$ cat config.mk
export PLATFORM = sky130hd
export DESIGN_NAME = pwm_gate_gen
export DESIGN_NICKNAME = d
export VERILOG_FILES = /design/src/rtl/pwm_gate_gen.sv
export SDC_FILE = /design/constraint.sdc
export NUM_CORES = 1
export LEC_CHECK = 0
export ABC_AREA = 1
export CAP_MARGIN = 20
export CORE_AREA = 2 2 99 101
export CTS_BUF_LIST = sky130_fd_sc_hd__clkbuf_4
export DETAILED_ROUTE_END_ITERATION = 12
export DIE_AREA = 0 0 101 103
export PLACE_DENSITY = 0.81
export SYNTH_ARGS = -nofsm -noshare
export SYNTH_HDL_FRONTEND = slang
export SYNTH_SLANG_ARGS = --single-unit
$ cat constraint.sdc
create_clock -name clk -period 2.1 [get_ports clk]
set_input_delay 0.63 -clock clk [delete_from_list [all_inputs] [get_ports clk]]
set_output_delay 0.63 -clock clk [all_outputs]
set_load 0.05 [all_outputs]
$ cat src/rtl/pwm_gate_gen.sv
// Float carrier/reference compare driving complementary gates with dead-time insertion.
// Latency: sta -> done_sig is 3 clocks; fully pipelined, one step per clock accepted.
// Backpressure: none; every sta is processed and the consumer must take done_sig as it comes.
module pwm_gate_gen #(
    parameter int unsigned DEAD_STEPS = 2,
    parameter int unsigned CNT_W      = 16
) (
    input  logic             clk,
    input  logic             rst,
    input  logic             sta,
    input  logic [31:0]      triangle_in,
    input  logic [31:0]      ref_in,
    input  logic             gate_ena,
    output logic             cmp_raw,
    output logic             gate_hi,
    output logic             gate_lo,
    output logic [CNT_W-1:0] sw_count,
    output logic             done_sig
);

    typedef enum logic [1:0] {
        S_OFF = 2'd0,
        S_DT  = 2'd1,
        S_HI  = 2'd2,
        S_LO  = 2'd3
    } state_t;

    localparam logic [7:0] DEAD_CNT = 8'(DEAD_STEPS);

    // stage 1: sampled operands
    logic [31:0] tri_q, tri_d;
    logic [31:0] ref_q, ref_d;
    logic        ena1_q, ena1_d;
    logic        v1_q, v1_d;
    // stage 2: compare result
    logic        cmp_q, cmp_d;
    logic        ena2_q, ena2_d;
    logic        v2_q, v2_d;
    // stage 3: gate state machine
    state_t      state_q, state_d;
    logic        tgt_q, tgt_d;
    logic [7:0]  cnt_q, cnt_d;
    logic        hi_q, hi_d;
    logic        lo_q, lo_d;
    logic [CNT_W-1:0] sw_q, sw_d;
    logic        done_q, done_d;

    logic        cmp_w;
    logic        both_zero;

    // Sign-magnitude compare ref > tri plus the first two pipeline stages
    always_comb begin
        both_zero = (tri_q[30:0] == 31'd0) && (ref_q[30:0] == 31'd0);
        if (both_zero) begin
            cmp_w = 1'b0;
        end else if (ref_q[31] != tri_q[31]) begin
            cmp_w = ~ref_q[31];
        end else if (!ref_q[31]) begin
            cmp_w = ref_q[30:0] > tri_q[30:0];
        end else begin
            cmp_w = ref_q[30:0] < tri_q[30:0];
        end

        tri_d  = tri_q;
        ref_d  = ref_q;
        ena1_d = ena1_q;
        v1_d   = sta;
        if (sta) begin
            tri_d  = triangle_in;
            ref_d  = ref_in;
            ena1_d = gate_ena;
        end

        cmp_d  = cmp_q;
        ena2_d = ena2_q;
        v2_d   = v1_q;
        if (v1_q) begin
            cmp_d  = cmp_w;
            ena2_d = ena1_q;
        end
    end

    // Gate FSM next state; only a completed compare (v2) moves it
    always_comb begin
        state_d = state_q;
        tgt_d   = tgt_q;
        cnt_d   = cnt_q;
        if (v2_q) begin
            if (!ena2_q) begin
                state_d = S_OFF;
                cnt_d   = 8'd0;
            end else begin
                case (state_q)
                    S_OFF: begin
                        if (DEAD_STEPS == 0) begin
                            state_d = cmp_q ? S_HI : S_LO;
                        end else begin
                            state_d = S_DT;
                            tgt_d   = cmp_q;
                            cnt_d   = 8'd1;
                        end
                    end
                    S_HI, S_LO: begin
                        if (cmp_q != (state_q == S_HI)) begin
                            if (DEAD_STEPS == 0) begin
                                state_d = cmp_q ? S_HI : S_LO;
                            end else begin
                                state_d = S_DT;
                                tgt_d   = cmp_q;
                                cnt_d   = 8'd1;
                            end
                        end
                    end
                    default: begin
                        if (cmp_q != tgt_q) begin
                            tgt_d = cmp_q;
                            cnt_d = 8'd1;
                        end else if (cnt_q == DEAD_CNT) begin
                            state_d = tgt_q ? S_HI : S_LO;
                            cnt_d   = 8'd0;
                        end else begin
                            cnt_d = cnt_q + 8'd1;
                        end
                    end
                endcase
            end
        end

        // gates follow the next state so they can never overlap
        hi_d   = (state_d == S_HI);
        lo_d   = (state_d == S_LO);
        sw_d   = sw_q;
        if (v2_q && (state_d == S_HI) && (state_q != S_HI)) begin
            sw_d = sw_q + 1'b1;
        end
        done_d = v2_q;
    end

    // All state registers with synchronous reset
    always_ff @(posedge clk) begin
        if (rst) begin
            tri_q   <= 32'd0;
            ref_q   <= 32'd0;
            ena1_q  <= 1'b0;
            v1_q    <= 1'b0;
            cmp_q   <= 1'b0;
            ena2_q  <= 1'b0;
            v2_q    <= 1'b0;
            state_q <= S_OFF;
            tgt_q   <= 1'b0;
            cnt_q   <= 8'd0;
            hi_q    <= 1'b0;
            lo_q    <= 1'b0;
            sw_q    <= '0;
            done_q  <= 1'b0;
        end else begin
            tri_q   <= tri_d;
            ref_q   <= ref_d;
            ena1_q  <= ena1_d;
            v1_q    <= v1_d;
            cmp_q   <= cmp_d;
            ena2_q  <= ena2_d;
            v2_q    <= v2_d;
            state_q <= state_d;
            tgt_q   <= tgt_d;
            cnt_q   <= cnt_d;
            hi_q    <= hi_d;
            lo_q    <= lo_d;
            sw_q    <= sw_d;
            done_q  <= done_d;
        end
    end

    assign cmp_raw  = cmp_q;
    assign gate_hi  = hi_q;
    assign gate_lo  = lo_q;
    assign sw_count = sw_q;
    assign done_sig = done_q;

endmodule

Yosys cells after proc, flatten, opt, wreduce, memory -nomap -nowiden
Index checks and enable logic that the tools add are counted.
- flip-flop bits (word level): 99
- bits of input ports: 68
- output and inout bits: 20
- word-level logic and storage cells: 58
- add/sub/neg operators: 2
- $lt $le $gt $ge: 2
- equality and inequality tests: 11
- muxes and demuxes: 18
- bitwise logic cells: 1
- reduce and logical (&&, ||, !) cells: 10
- operators by type and width (operator ; number):
    $logic_not 31->1 ; 2
    $mux 8 ; 4
    $gt 31x31->1 ; 1
    $lt 31x31->1 ; 1
    $add 16x1->16 const B ; 1
    $pmux 8 s2 ; 1
    $mux 2 ; 5
    $add 8x1->8 const B ; 1
    $eq 2x2->1 const B ; 4
    $eq 8x2->1 const B ; 1
    $mux 1 ; 6
    $ne 2x2->1 const B ; 2
    $pmux 2 s2 ; 1
    $reduce_and 4->1 ; 1
    $logic_and 1x1->1 ; 3
    $ne 1x1->1 ; 3
    $ne 3x3->1 const B ; 1
    $reduce_bool 3->1 ; 1
    $logic_not 2->1 ; 1
    $pmux 1 s2 ; 1
    $reduce_and 2->1 ; 1
    $reduce_or 2->1 ; 1
    $not 1->1 ; 1

Longest topological paths before layout
Gate-level depths: netlist (run 1).
- word-level depth: 9
- depth in mapped cells: 15
- depth with buffers taken out: 15

Least setup slack after synthesis (run 1)
No wires, ideal clock.
- path kind: reg-to-reg
- start point: register cmp_q (netlist: cmp_raw)
- end point: register sw_q[13] (netlist: sw_count[13])
- setup time: 113 ps
- data arrival time: 1779 ps
- required time: 1987 ps
- setup slack: 208 ps
- stages on the path, launching flop included: 12
- buffers on the path: 1
- clock period less this slack: 1892 ps
- cells stage by stage: dfxtp_1 -> inv_1 -> xor2_1 -> inv_1 -> nand2_1 -> nand2_1 -> nand3_1 -> nand2_2 -> buf_4 -> nand3_2 -> o21ai_1 -> nor2_1
- cells in the longest elaborated chain, start to end: 8
- elaborated cells between the ends (all ways): 10
- those cells by class: eq/ne: 3; mux: 5; reduce/logical: 2
- RTL lines (what ; RTL line ; RTL):
    from (decl) ; 36 ; logic cmp_q, cmp_d;
    from (signal assigned) ; 161 ; cmp_q <= cmp_d;
    $ne 1x1->1 (on tied branches) ; 115, 104 ;
    $mux 2 (on tied branches) ; 115, 104 ;
    $pmux 2 s2 (*) ; 93 ; case (state_q)
    $mux 2 (*) ; 89 ; if (!ena2_q) begin
    $mux 2 (*) ; 88 ; if (v2_q) begin
    $eq 2x2->1 (*) ; 133 ; if (v2_q && (state_d == S_HI) && (state_q != S_HI)) begin
    $logic_and 1x1->1 (*) (2 in a row) ; 133 ;
    to (signal assigned) ; 169 ; sw_q <= sw_d;
    to (decl) ; 45 ; logic [CNT_W-1:0] sw_q, sw_d;
Every way passes the cells marked *; elsewhere a longest branch is shown, timed or not.
A chain may end at the register's enable or synchronous reset.

Final worst setup path (run 1)
- start point: register sw_q[15] (netlist: sw_count[15])
- end point: output sw_count[15]
- RTL lines (what ; RTL line ; RTL):
    to (decl) ; 17 ; output logic [CNT_W-1:0] sw_count,
No word-level cell between the ends.

==> run summary, run 1 <==
Critical Path AT -> 1310 ps
Post-synth EDFFs -> 0
Post-Place Setup Slack -> 183 ps
Peak supply drop -> 0.281 mV
Required time of the critical path -> 1470 ps
Worst-Margin Slew -> 486 ps
Post-synth net total -> 799
Setup ws final -> 160 ps
Final Cell Area -> 6060 µm²
Gpl congestion -> 0.837
Top FF cell, synth -> dfxtp_1
Post-CTS Hold Fix Bufs -> 0
Leakage power -> 2.63 nW
Die Area -> 10,400 µm²
Vias -> 4,598
CP bufs+invs -> 1
Relative slew slack -> 0.677
Register bit count reported by yosys -> 99
Commonest non-fill, non-tap cell in the layout -> inv_1
CORE AREA -> 9460 µm²
Vias in the first global route -> 4,388
Largest family of logic cells by synthesized area -> simple AND/OR/NAND/NOR gates
Worst Skew -> 16.2 ps
Antenna-violating nets left -> 0
Post-synthesis adder-cell area fraction -> 0.0856
P per Cell Area -> 587 nW/µm²
Fraction of layout cells with a size suffix above 1 -> 0.0715
Grt total ovfl -> 0
Die Ht -> 103 µm
CP endpoint kind -> output pin
Commonest cells after routing, fill and taps aside -> inv_1, nand2_1, dfxtp_1, a21oi_1, o21ai_0
I/O Buffers -> 87
Final Slew Violations -> 0
Row cnt -> 36
WL final -> 10,700 µm
Slowest stage delay, CP -> 520 ps
Compound-Gate Fraction of Synth Area -> 0.179
Share of the yosys chip area belonging to registers -> 0.399
Initial Util -> 0.525
Synth async-reset ratio -> 0
Fin crit period -> 1940 ps
Nets -> 880
DRT iter0 DRCs -> 149
CP Launch Type -> flip-flop
Synth Area in XOR/XNOR -> 0.0106
Worst-case hold slack -> 479 ps
Synth top area share -> 0.399
Fillers -> 839
Mux cell area share after synthesis -> 0
Hold Crit Class -> reg -> reg
Number of distinct library cells after synthesis -> 31
Wire per inst -> 11.9 µm
Number of max-cap violations -> 0
Number of synthesis warnings -> 0
Non-Filler Instances -> 897
First-pass iteration count of the detailed router -> 5
Dpl cells -> 881
Largest net degree at the start of global routing -> 59
Critical path cell sequence -> dlygate4sd2_1
WS Path Type -> reg -> out
Period utilisation layout -> 0.924
Cell area after synthesis -> 4970 µm²
CP Max Fanout -> 2
Die width -> 101 µm
DRC errors left -> 0
Tot GR Track Use -> 0.212
H-tree levels -> 3
First-pass GRT wire length -> 18,000 µm
Peak Freq -> 0.515 GHz
DP HPWL -> 8360 µm
Clock root cell -> clkbuf_4
Critical-path top delay cell -> dlygate4sd2_1
Cells after synthesis -> 697
Clk slew on worst S/H paths -> 150 ps
Yosys top cell by area -> dfxtp_1
Unrepaired setup endpoints after global routing -> false
Mean Syn Cell Area -> 7.13 µm²
Final Hold Violating Endpoints -> 0
TNS Setup -> 0 ps
Placed cell areas -> 5940 µm²
N_diodes -> 0
Syn-to-layout area delta -> 21.9%
Clk Latency, worst-skew pair -> 450 ps
Clk sink count -> 99
TritonCTS clock tree -> built
Final setup viols -> 0
Post-Synth Simple-Gate Area -> 0.206
Initial antenna violation count -> 0
Status -> finished clean
IO Pins -> 88
Largest cells by area after synthesis -> dfxtp_1, inv_1, ha_1, a21oi_1, nand2_1
Num CTS Buffers -> 9
Delay-heaviest family, CP -> buffers and inverters
DR vias/cell -> 5.13
CTS Buffer Depth -> 2
[registers in the layout, summed over array words and instances, names as in the netlist]
name / cells
gate_hi: 1
ref_q: 32
state_q: 2
tgt_q: 1
sw_count: 16
done_sig: 1
gate_lo: 1
cmp_raw: 1
ena2_q: 1
ena1_q: 1
v1_q: 1
done_d: 1
tri_q: 32
cnt_q: 8
[worst reg2reg max path: stages, from the launching register on]
cell,delay [ps]
dfxtp_1,420
ha_1,160
nor3b_2,170
nand3_1,100
nand2_1,80
nand3_1,90
nand2_2,290
nand2_2,170
inv_2,100
nand2_1,50
nand2_1,50
inv_1,30
nor2_1,80
[final timing paths]
kind / slack (ps) / to / from / cells after the start
max reg2reg: 250 / sw_count[4]$_SDFFE_PP0P_ / cnt_q[1]$_SDFFE_PP0P_ / 12
max: 160 / sw_count[15] / sw_count[15]$_SDFFE_PP0P_ / 1
min: 480 / cnt_q[7]$_SDFFE_PP0P_ / cnt_q[7]$_SDFFE_PP0P_ / 2
min reg2reg: 480 / cnt_q[7]$_SDFFE_PP0P_ / cnt_q[7]$_SDFFE_PP0P_ / 2
[synthesized netlist by cell type, types with 2 or more instances]
cell,count
o21ai_0,71
nor2_1,58
clkinv_1,2
inv_2,3
nand2_2,2
inv_1,125
xor2_1,5
o21ai_1,11
nand4_1,25
nor3_1,6
dfxtp_1,99
nand2_1,106
ha_1,34
a21o_1,2
nand3_2,5
a21oi_1,83
clkbuf_1,23
nand3_1,21
nor4_1,4
[routing by layer]
metal | part of all wire | routed length (µm) | GRT usage | up-vias
li1 | - | - | - | 2420
met1 | 0.47 | 4960 | 0.256 | 2045
met2 | 0.48 | 5090 | 0.383 | 112
met3 | 0.037 | 398 | 0.0325 | 21
met4 | 0.020 | 214 | 0.0821 | 0
met5 | 0 | 0 | 0 | -
[cells by family after synthesis]
logic type / Yosys count
buffers and inverters: 156
AOI/OAI and AO/OA: 172
DFF: 99
and+or+nand+nor: 230
xor gates and xnor gates: 6
adders and majority gates: 34
[stage by stage]
step / util / power (mW)
after floorplan: - / 2.44
after global placement: 0.628 / 2.66
after detailed placement: 0.628 / 2.69
after CTS: 0.640 / 3.58
after global routing: 0.640 / 3.75
final: 0.640 / 3.56
[final cells by class]
type,instances,area [µm²],share of cell area
inverters,130,488,0.0806
well taps,114,143,0.0236
clock buffers,11,82.6,0.0136
repair buffers,96,931,0.154
multi-input cells,442,2390,0.395
flip-flops and latches,99,1980,0.327
clock inverters,5,40.0,0.00661
[timing repair]
action,CTS,global route
gates resized for setup,4,0
buffers inserted,0,0
endpoints found under the setup margin,4,0
[power breakdown]
part           internal, mW  total, mW  switching, mW
registers              1.97       2.01         0.0402
logic                 0.296      0.639          0.343
clock network         0.274      0.906          0.631
Power figures use the tool's default switching activity.
==> inputs of run 2 (changes only) <==
--- a/config.mk
+++ b/config.mk
@@ -11,6 +11,7 @@
 export CTS_BUF_LIST = sky130_fd_sc_hd__clkbuf_4
 export DETAILED_ROUTE_END_ITERATION = 12
 export DIE_AREA = 0 0 101 103
+export HOLD_SLACK_MARGIN = 0.12
 export PLACE_DENSITY = 0.81
 export SYNTH_ARGS = -nofsm -noshare
 export SYNTH_HDL_FRONTEND = slang
==> results of run 2 <==
Same layout as run 1: the final DEF is identical, and so are final timing and power.
==> inputs of run 3 (changes only) <==
--- a/config.mk
+++ b/config.mk
@@ -7,12 +7,13 @@
 export LEC_CHECK = 0
 export ABC_AREA = 1
 export CAP_MARGIN = 20
-export CORE_AREA = 2 2 99 101
+export CORE_AREA = 2 2 104 106
 export CTS_BUF_LIST = sky130_fd_sc_hd__clkbuf_4
 export DETAILED_ROUTE_END_ITERATION = 12
-export DIE_AREA = 0 0 101 103
+export DIE_AREA = 0 0 106 108
 export HOLD_SLACK_MARGIN = 0.12
-export PLACE_DENSITY = 0.81
+export PLACE_DENSITY = 0.77
+export SETUP_SLACK_MARGIN = 0.4
 export SYNTH_ARGS = -nofsm -noshare
 export SYNTH_HDL_FRONTEND = slang
 export SYNTH_SLANG_ARGS = --single-unit
==> constraint.sdc (replaced) <==
create_clock -name clk -period 1.6 [get_ports clk]
set_input_delay 0.48 -clock clk [delete_from_list [all_inputs] [get_ports clk]]
set_output_delay 0.48 -clock clk [all_outputs]
set_load 0.05 [all_outputs]
==> run 3 against run 2 <==
- non-clock buffer count increased by 66
- utilization increased by 8.6 points
- sequential power increased by 32%
- the run now ends with negative setup slack left
- die area increased by 10%
- final area increased by 23%
- worst hold slack got worse by 48 ps
- first-iteration DRC count increased by 100%
- sequential share of layout area decreased by 5.1 points
- sequential cell count unchanged
==> run summary, run 3 (same netlist as run 1, synthesis figures left out) <==
Initial Util -> 0.486
Number of max-cap violations -> 0
Hold Crit Start -> sta
Antenna-violating nets left -> 0
Worst Skew -> 16.9 ps
CP Max Fanout -> 9
Reg-to-Reg Start -> cnt_q[0]$_SDFFE_PP0P_
Die Ht -> 108 µm
Num CTS Buffers -> 9
CTS Buffer Depth -> 2
Required time of the critical path -> 1980 ps
Initial antenna violation count -> 0
Fraction of layout cells with a size suffix above 1 -> 0.274
Worst R2R End -> sw_count[10]$_SDFFE_PP0P_
Wire per inst -> 14.3 µm
TritonCTS clock tree -> built
Violated checks -> negative setup slack
Vias in the first global route -> 4,973
Post-CTS Hold Fix Bufs -> 0
Hold endpoint -> ref_q[31]$_SDFFE_PP0P_
Worst-Margin Slew -> 431 ps
Final Hold Violating Endpoints -> 0
R2R depth -> 11
Commonest cells after routing, fill and taps aside -> inv_1, nand2_1, a21oi_1, clkdlybuf4s50_1, o21ai_0
Largest net degree at the start of global routing -> 46
Period utilisation layout -> 1.12
First-pass GRT wire length -> 21,700 µm
I/O Buffers -> 87
Post-Place Setup Slack -> -162 ps
Commonest non-fill, non-tap cell in the layout -> inv_1
Relative slew slack -> 0.710
Hold Crit Depth -> 3
Gpl congestion -> 0.846
Setup ws final -> -193 ps
Vias -> 5,110
Row cnt -> 37
Unrepaired setup endpoints after global routing -> true
Final Slew Violations -> 0
Clk sink count -> 99
Worst reg2reg setup slack -> -190 ps
Syn-to-layout area delta -> 49.5%
Die Area -> 11,400 µm²
Leakage power -> 3.10 nW
CP Launch Type -> flip-flop
Hold Crit Class -> in -> reg
Peak Freq -> 0.558 GHz
CORE AREA -> 10,200 µm²
Peak supply drop -> 0.595 mV
N_diodes -> 0
P per Cell Area -> 655 nW/µm²
Final core occ -> 0.726
Grt total ovfl -> 0
Total power -> 4.87 mW
Die width -> 106 µm
H-tree levels -> 3
WL final -> 14,000 µm
Clock root cell -> clkbuf_4
Fin crit period -> 1790 ps
CP endpoint kind -> flip-flop
Clk Latency, worst-skew pair -> 460 ps
Status -> finished, violations left
Tot GR Track Use -> 0.236
First-pass iteration count of the detailed router -> 5
Clk slew on worst S/H paths -> 140 ps
DP HPWL -> 9300 µm
DR vias/cell -> 5.20
Critical Path AT -> 2170 ps
DRT iter0 DRCs -> 305
IO Pins -> 88
DRC errors left -> 0
Worst-case hold slack -> 432 ps
Final setup viols -> 19
Nets -> 946
WS Path Type -> reg -> reg
[run 3: cell types whose count changed in the layout (fill, tap and decap cells not counted), sizes merged]
cell,change
inv,+1
dlymetal6s2s,+1
clkdlybuf4s50,-1
dlygate4sd2,-4
clkbuf,+1
clkinvlp,-3
buf,+69
[run 3: stage by stage]
stage / TNS, ps / cell area [µm²] / cells
floorplan: 0 / 5030 / 697
global placement: -3050 / 6600 / 948
detailed placement: -5210 / 6600 / 948
CTS: -1160 / 7060 / 975
global route: -4340 / 7430 / 983
finish: -2340 / 7430 / 983
[run 3: layer usage]
layer | global-route usage | wire, µm | up-vias
met5 | 0 | 0 | -
met3 | 0.0542 | 726 | 33
li1 | - | - | 2553
met4 | 0.0949 | 369 | 0
met1 | 0.265 | 5710 | 2371
met2 | 0.433 | 7240 | 153
[run 3: critical path: stages (launching register included)]
cell and delay, ps:
dfxtp_2 350, inv_2 50, ha_4 110, nor3b_4 240, nand2_2 140, clkinv_4 80, nand3_4 80, a21oi_4 180
buf_6 170, nand3_2 100, o21ai_1 160, nor2_1 50
[run 3: worst max path at each step]
stage,depth (start not counted),from,slack [ps],end
2_1_floorplan,9,sw_count[5]$_SDFFE_PP0P_,4,sw_count[13]$_SDFFE_PP0P_
3_3_place_gp,5,sta,-150,ref_q[14]$_SDFFE_PP0P_
3_5_place_dp,14,cnt_q[0]$_SDFFE_PP0P_,-160,sw_count[4]$_SDFFE_PP0P_
4_1_cts,14,cnt_q[0]$_SDFFE_PP0P_,-120,sw_count[4]$_SDFFE_PP0P_
5_1_grt,11,cnt_q[0]$_SDFFE_PP0P_,-270,sw_count[15]$_SDFFE_PP0P_
6_report,11,cnt_q[0]$_SDFFE_PP0P_,-190,sw_count[10]$_SDFFE_PP0P_
[run 3: where the power goes]
| group | internal, mW | switching [mW] | total (mW) |
|---|---|---|---|
| clock | 0.335 | 0.789 | 1.12 |
| sequential | 2.58 | 0.0789 | 2.66 |
| combinational | 0.544 | 0.542 | 1.09 |
[run 3: what timing repair did]
item,4_1_cts,5_1_grt
gates resized for setup,66,60
gates cloned,1,1
buffers inserted,12,7
pin swaps,20,34
endpoints found under the setup margin,52,109
[run 3: final cells by class]
cell class                 instances  area [µm²]
clock inverter                     3        17.5
inverter                         130         505
tap                              136         170
multi-input combinational        442        2830
fill                             726        2810
clock buffer                      11        82.6
timing repair buffer             162        1770
sequential                        99        2050
